**config.mk**
```make
export PLATFORM = sky130hd
export DESIGN_NAME = quad_position
export DESIGN_NICKNAME = d
export VERILOG_FILES = /design/src/rtl/quad_pkg.sv /design/src/rtl/quad_xition_decode.sv /design/src/rtl/quad_position.sv
export SDC_FILE = /design/constraint.sdc
export NUM_CORES = 1
export LEC_CHECK = 0
export ABC_AREA = 1
export CAP_MARGIN = 10
export CORE_ASPECT_RATIO = 0.75
export CORE_MARGIN = 3
export CORE_UTILIZATION = 49
export CTS_CLUSTER_DIAMETER = 120
export DETAILED_ROUTE_END_ITERATION = 8
export GPL_TIMING_DRIVEN = 0
export PLACE_DENSITY_LB_ADDON = 0.08
export SYNTH_ARGS = -nofsm -noshare
export SYNTH_HDL_FRONTEND = slang
export SYNTH_SLANG_ARGS = --single-unit
export TNS_END_PERCENT = 100
```
**constraint.sdc**
```tcl
create_clock -name clk -period 2.42 [get_ports clk]
set_input_delay 0.484 -clock clk [delete_from_list [all_inputs] [get_ports clk]]
set_output_delay 0.484 -clock clk [all_outputs]
set_load 0.02 [all_outputs]
```
**src/rtl/quad_pkg.sv**
```systemverilog
// Shared types and defaults for the quadrature position tracker.
package quad_pkg;

  // Default parameter values for quad_position.
  localparam int DEF_POS_W    = 10;
  localparam int DEF_POS_MAX  = 639;
  localparam int DEF_POS_INIT = 320;
  localparam int DEF_DETENT   = 4;

  // Accumulator width: holds -(DETENT-1)..+(DETENT-1) for DETENT up to 4 with margin.
  localparam int ACC_W = 4;

  // Classification of one prev_ab -> cur_ab sample pair.
  typedef enum logic [1:0] {
    NONE    = 2'd0,
    INC     = 2'd1,
    DEC     = 2'd2,
    ILLEGAL = 2'd3
  } xition_e;

  // Map a {B,A} Gray code to its position in the clockwise cycle 00,01,11,10.
  // Subtracting two phases modulo 4 then gives the signed quarter-step distance.
  function automatic logic [1:0] gray_phase(input logic [1:0] ab);
    return {ab[1], ab[1] ^ ab[0]};
  endfunction

endpackage

```
**src/rtl/quad_xition_decode.sv**
```systemverilog
// Combinational classifier of one quadrature sample pair into NONE/INC/DEC/ILLEGAL.
module quad_xition_decode
  import quad_pkg::*;
(
  input  logic [1:0] i_prev_ab,
  input  logic [1:0] i_cur_ab,
  output xition_e    o_xition
);

  logic [1:0] w_delta;

  // Phase difference modulo 4: +1 is clockwise, -1 (3) is counter-clockwise,
  // 2 means both channels flipped at once and the direction is unknowable.
  always_comb begin
    w_delta = gray_phase(i_cur_ab) - gray_phase(i_prev_ab);
    case (w_delta)
      2'd0:    o_xition = NONE;
      2'd1:    o_xition = INC;
      2'd3:    o_xition = DEC;
      default: o_xition = ILLEGAL;
    endcase
  end

endmodule

```
**src/rtl/quad_position.sv**
```systemverilog
// Quadrature encoder to saturating cursor position with detent grouping.
// Pipeline: input sample register, then decode + output register, so an input
// edge completing a detent shows on step_pulse/pos two clock edges later.
module quad_position
  import quad_pkg::*;
#(
  parameter int POS_W    = DEF_POS_W,
  parameter int POS_MAX  = DEF_POS_MAX,
  parameter int POS_INIT = DEF_POS_INIT,
  parameter int DETENT   = DEF_DETENT   // quarter-steps per reported step: 1, 2 or 4
) (
  input  logic             clk,
  input  logic             rst_n,
  input  logic             Ain,
  input  logic             Bin,
  input  logic             recenter,
  output logic             step_pulse,
  output logic             dir,
  output logic [POS_W-1:0] pos,
  output logic             at_min,
  output logic             at_max,
  output logic             err_pulse
);

  localparam logic [POS_W-1:0] POS_MAX_V  = POS_W'(POS_MAX);
  localparam logic [POS_W-1:0] POS_INIT_V = POS_W'(POS_INIT);
  localparam logic [POS_W-1:0] POS_ONE    = POS_W'(1);

  // Accumulator limits: reaching +/-DETENT wraps to zero and emits a step.
  localparam logic signed [ACC_W-1:0] ACC_TOP  = ACC_W'(DETENT - 1);
  localparam logic signed [ACC_W-1:0] ACC_BOT  = ACC_W'(1 - DETENT);
  localparam logic signed [ACC_W-1:0] ACC_ONE  = ACC_W'(1);
  localparam logic signed [ACC_W-1:0] ACC_ZERO = '0;

  logic [1:0]              r_cur_ab;
  logic [1:0]              r_prev_ab;
  logic                    r_primed;   // low until the first post-reset sample is taken
  logic signed [ACC_W-1:0] r_acc;
  logic [POS_W-1:0]        r_pos;
  logic                    r_dir;
  logic                    r_step;
  logic                    r_err;

  xition_e                 w_xition;
  logic signed [ACC_W-1:0] w_acc_next;
  logic                    w_step_up;
  logic                    w_step_dn;
  logic                    w_err;
  logic [POS_W-1:0]        w_pos_next;

  quad_xition_decode u_decode (
    .i_prev_ab (r_prev_ab),
    .i_cur_ab  (r_cur_ab),
    .o_xition  (w_xition)
  );

  // Quarter-step accumulation, detent detection and saturating position update.
  always_comb begin
    w_acc_next = r_acc;
    w_step_up  = 1'b0;
    w_step_dn  = 1'b0;
    w_err      = 1'b0;
    w_pos_next = r_pos;
    // Until primed, prev/cur still hold the reset value and must not be decoded.
    if (r_primed) begin
      case (w_xition)
        INC: begin
          if (r_acc == ACC_TOP) begin
            w_acc_next = ACC_ZERO;
            w_step_up  = 1'b1;
          end else begin
            w_acc_next = r_acc + ACC_ONE;
          end
        end
        DEC: begin
          if (r_acc == ACC_BOT) begin
            w_acc_next = ACC_ZERO;
            w_step_dn  = 1'b1;
          end else begin
            w_acc_next = r_acc - ACC_ONE;
          end
        end
        ILLEGAL: w_err = 1'b1;  // acc, pos and dir deliberately untouched
        default: ;
      endcase
    end
    // A step at a bound is still reported; only the position holds.
    if (w_step_up && (r_pos != POS_MAX_V)) begin
      w_pos_next = r_pos + POS_ONE;
    end else if (w_step_dn && (r_pos != '0)) begin
      w_pos_next = r_pos - POS_ONE;
    end
  end

  // Input sampling, priming after reset, and registered outputs; recenter overrides stepping.
  always_ff @(posedge clk) begin
    if (!rst_n) begin
      r_cur_ab  <= 2'b00;
      r_prev_ab <= 2'b00;
      r_primed  <= 1'b0;
      r_acc     <= ACC_ZERO;
      r_pos     <= POS_INIT_V;
      r_dir     <= 1'b0;
      r_step    <= 1'b0;
      r_err     <= 1'b0;
    end else begin
      r_cur_ab  <= {Bin, Ain};
      // Prime cycle loads both samples from the input so the first decode sees NONE.
      r_prev_ab <= r_primed ? r_cur_ab : {Bin, Ain};
      r_primed  <= 1'b1;
      r_err     <= w_err;
      if (recenter) begin
        r_pos  <= POS_INIT_V;
        r_acc  <= ACC_ZERO;
        r_step <= 1'b0;
      end else begin
        r_pos  <= w_pos_next;
        r_acc  <= w_acc_next;
        r_step <= w_step_up | w_step_dn;
        if (w_step_up) begin
          r_dir <= 1'b1;
        end else if (w_step_dn) begin
          r_dir <= 1'b0;
        end
      end
    end
  end

  assign step_pulse = r_step;
  assign err_pulse  = r_err;
  assign dir        = r_dir;
  assign pos        = r_pos;
  assign at_min     = (r_pos == '0);
  assign at_max     = (r_pos == POS_MAX_V);

endmodule
```
==> run metrics, run 1 <==
status=finished with violations; violated checks=setup timing; synthesized instance count=between 200 and 250; crit end category=flip-flop; Clock Path Buffers=2; biggest cell delay along the critical path=0.34 ns; pin count of the biggest net entering global routing=13; Comb pwr share=19.9%; global router's overall resource usage=a little over a fifth; final period utilization=107%; reg2reg start=r_prev_ab[1]; hold buffers post-CTS=0; Slew Viols, Final=0; net count after synthesis=239; die width=approximately 70 µm; kind of critical path=reg2reg; Placer Congestion=between 0.8 and 0.9; Crit-path slowest cell=dfxtp_2; # diodes=0; CTS buffer count=3; DR pass1 iterations=4; routed vias=1,543; number of global-route vias before repair=1,391; final std cells w/o fill=about 300; NetSw=about 220 µW; clk slew on worst S/H paths=about 0.08 ns; unrepaired setup endpoints after global routing=true; CTS tree=built; chip height=about 54 µm; Setup violations, final=6; Worst-Margin Slew=between 0.2 and 0.3 ns; Clk pwr share=about a third; Clk Latency, worst-skew pair=0.27 ns; reg2reg path depth=19; CP cell instances=xor2_1, ha_1, inv_2, nand2_4, nor2_4, nand3_4, ha_4, nand2_2, nand2_2, nand2_2, nand2_2, nand2_2, nand3_2, nand2_1, inv_1, nor2_2, nand3_1, nand2_1, nor2_2; Netlist Area Pre-Place=~1500 µm²; fin crit period=about 2.6 ns; DRC Markers=0; layout cells sized above 1=30.9%; commonest non-fill, non-tap cell in the layout=nand2_1; final worst slack=-0.177 ns; synth unique cells=28; Core Box Area=around 2800 µm²; DR vias/cell=approximately 5.1; ys flop type=dfxtp_1; HP Class=reg2reg; leakage=0.981 nW; HP Start=dir; RR Endpoint=pos[9]; max-cap violation count=0; # nets final=~280; Die Area=between 3000 and 4000 µm²; hold-critical path depth=2; CP Buf/Inv Count=2; initial antenna violation count=0; ANT nets after route=0; placed cell count=276; Yosys reg bits=22; clock skew=0.00273 ns; EDFF count, synth=0; Layout area overhead=47.9%; Async S/R FF share, synth=0%; Achievable Freq=between 300 and 400 MHz; largest delay contributor family on the critical path=simple AND/OR/NAND/NOR gates; port buffer count=19; final core utilization=about four fifths; final wirelength=4.06 mm; DP HPWL=around 2.6 mm; Net Sw Frac=roughly 27%; Worst VDD drop=around 0.43 mV; Rows=16; final hold vios=0; I/O pin cnt=20; drt initial violations=132; first-pass GRT wire length=around 6.3 mm; CP startpoint kind=flip-flop; CTS Sinks=22; most frequent cells in the layout=36 x nand2_1, 29 x inv_1, 25 x nor2_1, 19 x clkdlybuf4s50_1, 18 x buf_4; Root Driver=clkbuf_8; Routed wire per std cell=~13 µm; Reg2Reg Setup Slack=-0.18 ns; register area share after synthesis=29.4%; Starting Density=a little over half; Post-Syn Area per Cell=6.78 µm²; slew margin rel.=roughly 80%; crit path DAT=around 2.8 ns; H-tree Lvls=1; Reg power frac=between 40% and 50%; worst endpoint required time=around 2.6 ns; Power per Cell Area=366 nW/µm²; Pwr Total=809 µW; YS warnings=0; Worst Hold Endpoint=dir; grt total ovfl=0; Internal Power=approximately 590 µW; CP dominant cell by count=nand2_2; Max Fanout on Critical Path=6
## repair_timing
action,4_1_cts,5_1_grt
setup buffers,11,9
pin swaps,19,35
gates resized for setup,10,27
cloned,1,0
setup endpoints to repair,7,8
## worst max path at each step
| stage | from | depth (start not counted) | to | slack, ns |
|---|---|---|---|---|
| CTS | r_prev_ab[0] | 19 | pos[9] | -0.11 |
| detailed placement | r_cur_ab[1] | 16 | pos[6] | -0.29 |
| finish | r_prev_ab[1] | 19 | pos[9] | -0.18 |
| global route | r_prev_ab[1] | 21 | pos[9] | -0.32 |
| global placement | r_cur_ab[1] | 16 | pos[6] | -0.24 |
| floorplan | r_cur_ab[1] | 17 | pos[9] | 0.02 |
## worst min-delay path, cell delays in order (launching register included)
cell	delay, ns
dfxtp_1	0.31
o21ai_0	0.07
o22ai_1	0.06
## layer usage
layer  GRT usage (%)  share of wire, %  vias to the layer above
met5               0                 0                        -
met4            5.73               1.7                        0
met3            5.22               5.8                       10
met2            33.1                45                       54
met1            29.2                48                      683
li1                -                 -                      796
## cells by family (layout without fill, tap and decap cells)
family          Yosys count  in the layout  synth area share (%)
buf+inv                  35             78                  9.44
flops                    22             22                  29.4
fa+ha+maj                13             13                  11.4
xor+xnor                 11             11                  6.43
simple gates            108            109                  31.8
compound gates           32             32                  11.5
## synthesized netlist by cell type, types with 2 or more instances
master / count / area (µm²)
a21oi_1: 10 / 50.1
nor2_2: 4 / 25.0
o21ai_0: 8 / 40.0
nand2_2: 3 / 18.8
dfxtp_1: 22 / 440
o21bai_1: 2 / 15.0
buf_2: 2 / 10.0
xor2_1: 7 / 61.3
nand3_2: 3 / 30.0
nand3_1: 14 / 70.1
o21ai_1: 9 / 45.0
xnor2_1: 4 / 35.0
inv_1: 31 / 116
ha_1: 12 / 150
nand2_1: 48 / 180
nor3_1: 3 / 15.0
nor2_1: 28 / 105
## flip-flops by register name, summed over array words and instances, names as in the netlist
name	count
dir	1
err_pulse	1
pos	10
r_acc	4
r_cur_ab	2
r_prev_ab	2
r_primed	1
step_pulse	1
## stage by stage
step,TNS (ns),instance area (µm²),hold WS [ns],setup WS [ns]
3_3_place_gp,-0.884,1850,0.473,-0.242
2_1_floorplan,0,1610,0.452,0.0178
3_5_place_dp,-1.17,1850,0.478,-0.292
5_1_grt,-1.28,2210,0.517,-0.320
6_report,-0.500,2210,0.490,-0.177
4_1_cts,-0.258,2040,0.488,-0.114
## power by group through the flow
stage / registers (mW) / clock network (mW) / logic (mW)
floorplan: 0.391 / 0 / 0.0877
global placement: 0.391 / 0 / 0.113
detailed placement: 0.391 / 0 / 0.116
CTS: 0.382 / 0.268 / 0.144
global route: 0.385 / 0.284 / 0.177
finish: 0.384 / 0.265 / 0.161
## final cells by class
cell class,count,area (µm²)
Tap cell,36,45.0
Timing Repair Buffer,39,357
Inverter,32,120
Clock buffer,4,55.1
Buffer,3,21.3
Sequential cell,22,447
Fill cell,182,548
Multi-Input combinational cell,165,1170
Power figures use the tool's default switching activity.
==> inputs of run 2 (changes only) <==
Settings changed: PLACE_DENSITY_LB_ADDON 0.08 to 0.2.
==> run metrics, run 2 (synthesized netlist as in run 1, its figures left out) <==
Core Box Area=2760 µm²; global router's overall resource usage=between 10% and 20%; grt total ovfl=0; Max Fanout on Critical Path=5; HP Class=reg2reg; drt initial violations=about 130; H-tree Lvls=1; number of global-route vias before repair=around 1,300; Worst VDD drop=0.421 mV; M2 GR Usage=30.7%; area of the multi-input gates=approximately 1200 µm²; # nets final=around 290; CP startpoint kind=flip-flop; die width=around 70 µm; DR vias/cell=between 5 and 6; leakage=about 1 nW; kind of critical path=reg2reg; global routing's busiest layer=met2; TNS Setup=-0.383 ns; clk slew on worst S/H paths=~0.080 ns; Placer Congestion=0.855; Setup violations, final=5; DRC Markers=0; CTS Sinks=22; ANT nets after route=0; final worst slack=-0.103 ns; Routed wire per std cell=approximately 14 µm; Die Area=approximately 3800 µm²; Clk Latency, worst-skew pair=about 0.26 ns; final period utilization=104%; final wirelength=4.13 mm; hold buffers post-CTS=0; # diodes=0; crit end category=flip-flop; I/O pin cnt=20; final hold vios=0; slew margin rel.=about four fifths; GR Util met1=28.4%; chip height=roughly 54 µm; Achievable Freq=just under 400 MHz; fin crit period=roughly 2.5 ns; GR Util met3=approximately 5.2%; unrepaired setup endpoints after global routing=true; Filler Cell Count=160; Clock Path Buffers=2; CTS buffer count=3; layout cells sized above 1=between 30% and 40%; Slew Viols, Final=0; Layout area overhead=51.3%; Sequential Area=approximately 450 µm²; first-pass GRT wire length=5.95 mm; worst endpoint required time=~2.6 ns; violated checks=setup timing; Worst-Margin Slew=approximately 0.27 ns; final core utilization=~82%; worst slack, placed=-0.301 ns; routed vias=~1,600; Power per Cell Area=351 nW/µm²; port buffer count=19; status=finished with violations; clock skew=about 0.005 ns; commonest non-fill, non-tap cell in the layout=nand2_1; max-cap violation count=0; initial antenna violation count=0; DR pass1 iterations=4; most frequent cells in the layout=32 x nand2_1, 27 x inv_1, 25 x nor2_1, 20 x buf_4, 19 x clkdlybuf4s50_1; Root Driver=clkbuf_8; pin count of the biggest net entering global routing=13; Starting Density=between 50% and 60%; Rows=16; crit path DAT=between 2 and 3 ns; CTS tree=built; max reg flops=10; DP HPWL=approximately 2.5 mm
## run 2: changes by cell type in the layout (fill, tap and decap cells not counted), sizes merged
| cell | previous run | this run |
|---|---|---|
| buf | 23 | 27 |
## run 2: metal layers
metal / part of all wire, % / wire length, µm / vias up
met3: 3.8 / 156 / 4
li1: - / - / 805
met5: 0 / 0 / -
met4: 0.70 / 29 / 0
met1: 47 / 1960 / 756
met2: 48 / 1980 / 37
## run 2: worst paths after layout
| check | start | endpoint | slack [ns] | cells past startpoint |
|---|---|---|---|---|
| setup reg to reg | r_prev_ab[1] | pos[4] | -0.10 | 15 |
| hold / removal | dir | dir | 0.50 | 2 |
| setup / recovery | r_prev_ab[1] | pos[4] | -0.10 | 15 |
| hold reg to reg | dir | dir | 0.50 | 2 |
## run 2: report_power, final
group | internal (mW) | leakage [nW] | switching [mW]
combinational | 0.0666 | 0.787 | 0.0873
sequential | 0.373 | 0.181 | 0.00963
clock | 0.145 | 0.0288 | 0.115
## run 2: through the flow
stage | hold slack, ns | area (µm²) | power, mW | std cells
floorplan | 0.452 | 1610 | 0.478 | 221
global placement | 0.474 | 1850 | 0.503 | 276
finish | 0.495 | 2270 | 0.796 | 305
detailed placement | 0.470 | 1850 | 0.506 | 276
global route | 0.514 | 2270 | 0.832 | 305
CTS | 0.491 | 2080 | 0.793 | 297
## run 2: layout make-up
cell class,count,area share [%]
well taps,36,1.99
multi-input cells,165,52.5
flip-flops and latches,22,19.8
inverters,32,5.41
clock buffers,4,2.43
plain buffers,3,0.939
repair buffers,43,17.0
## run 2: timing repair
item                       4_1_cts  5_1_grt
setup buffers                   16        8
pin swaps                       20       35
cloned                           1        0
resized for setup               12       39
setup endpoints to repair        7        8
## run 2: critical path: stages (launching register included)
cell and delay [ns]:
dfxtp_2 0.34, xor2_1 0.14, ha_2 0.29, inv_2 0.08, nand2_4 0.06, nor2_4 0.13
buf_6 0.13, nand3_4 0.12, ha_4 0.28, buf_4 0.15, a21oi_4 0.15, o21ai_4 0.09
buf_6 0.12, xor2_1 0.15, nor2_1 0.12, nor2_1 0.06
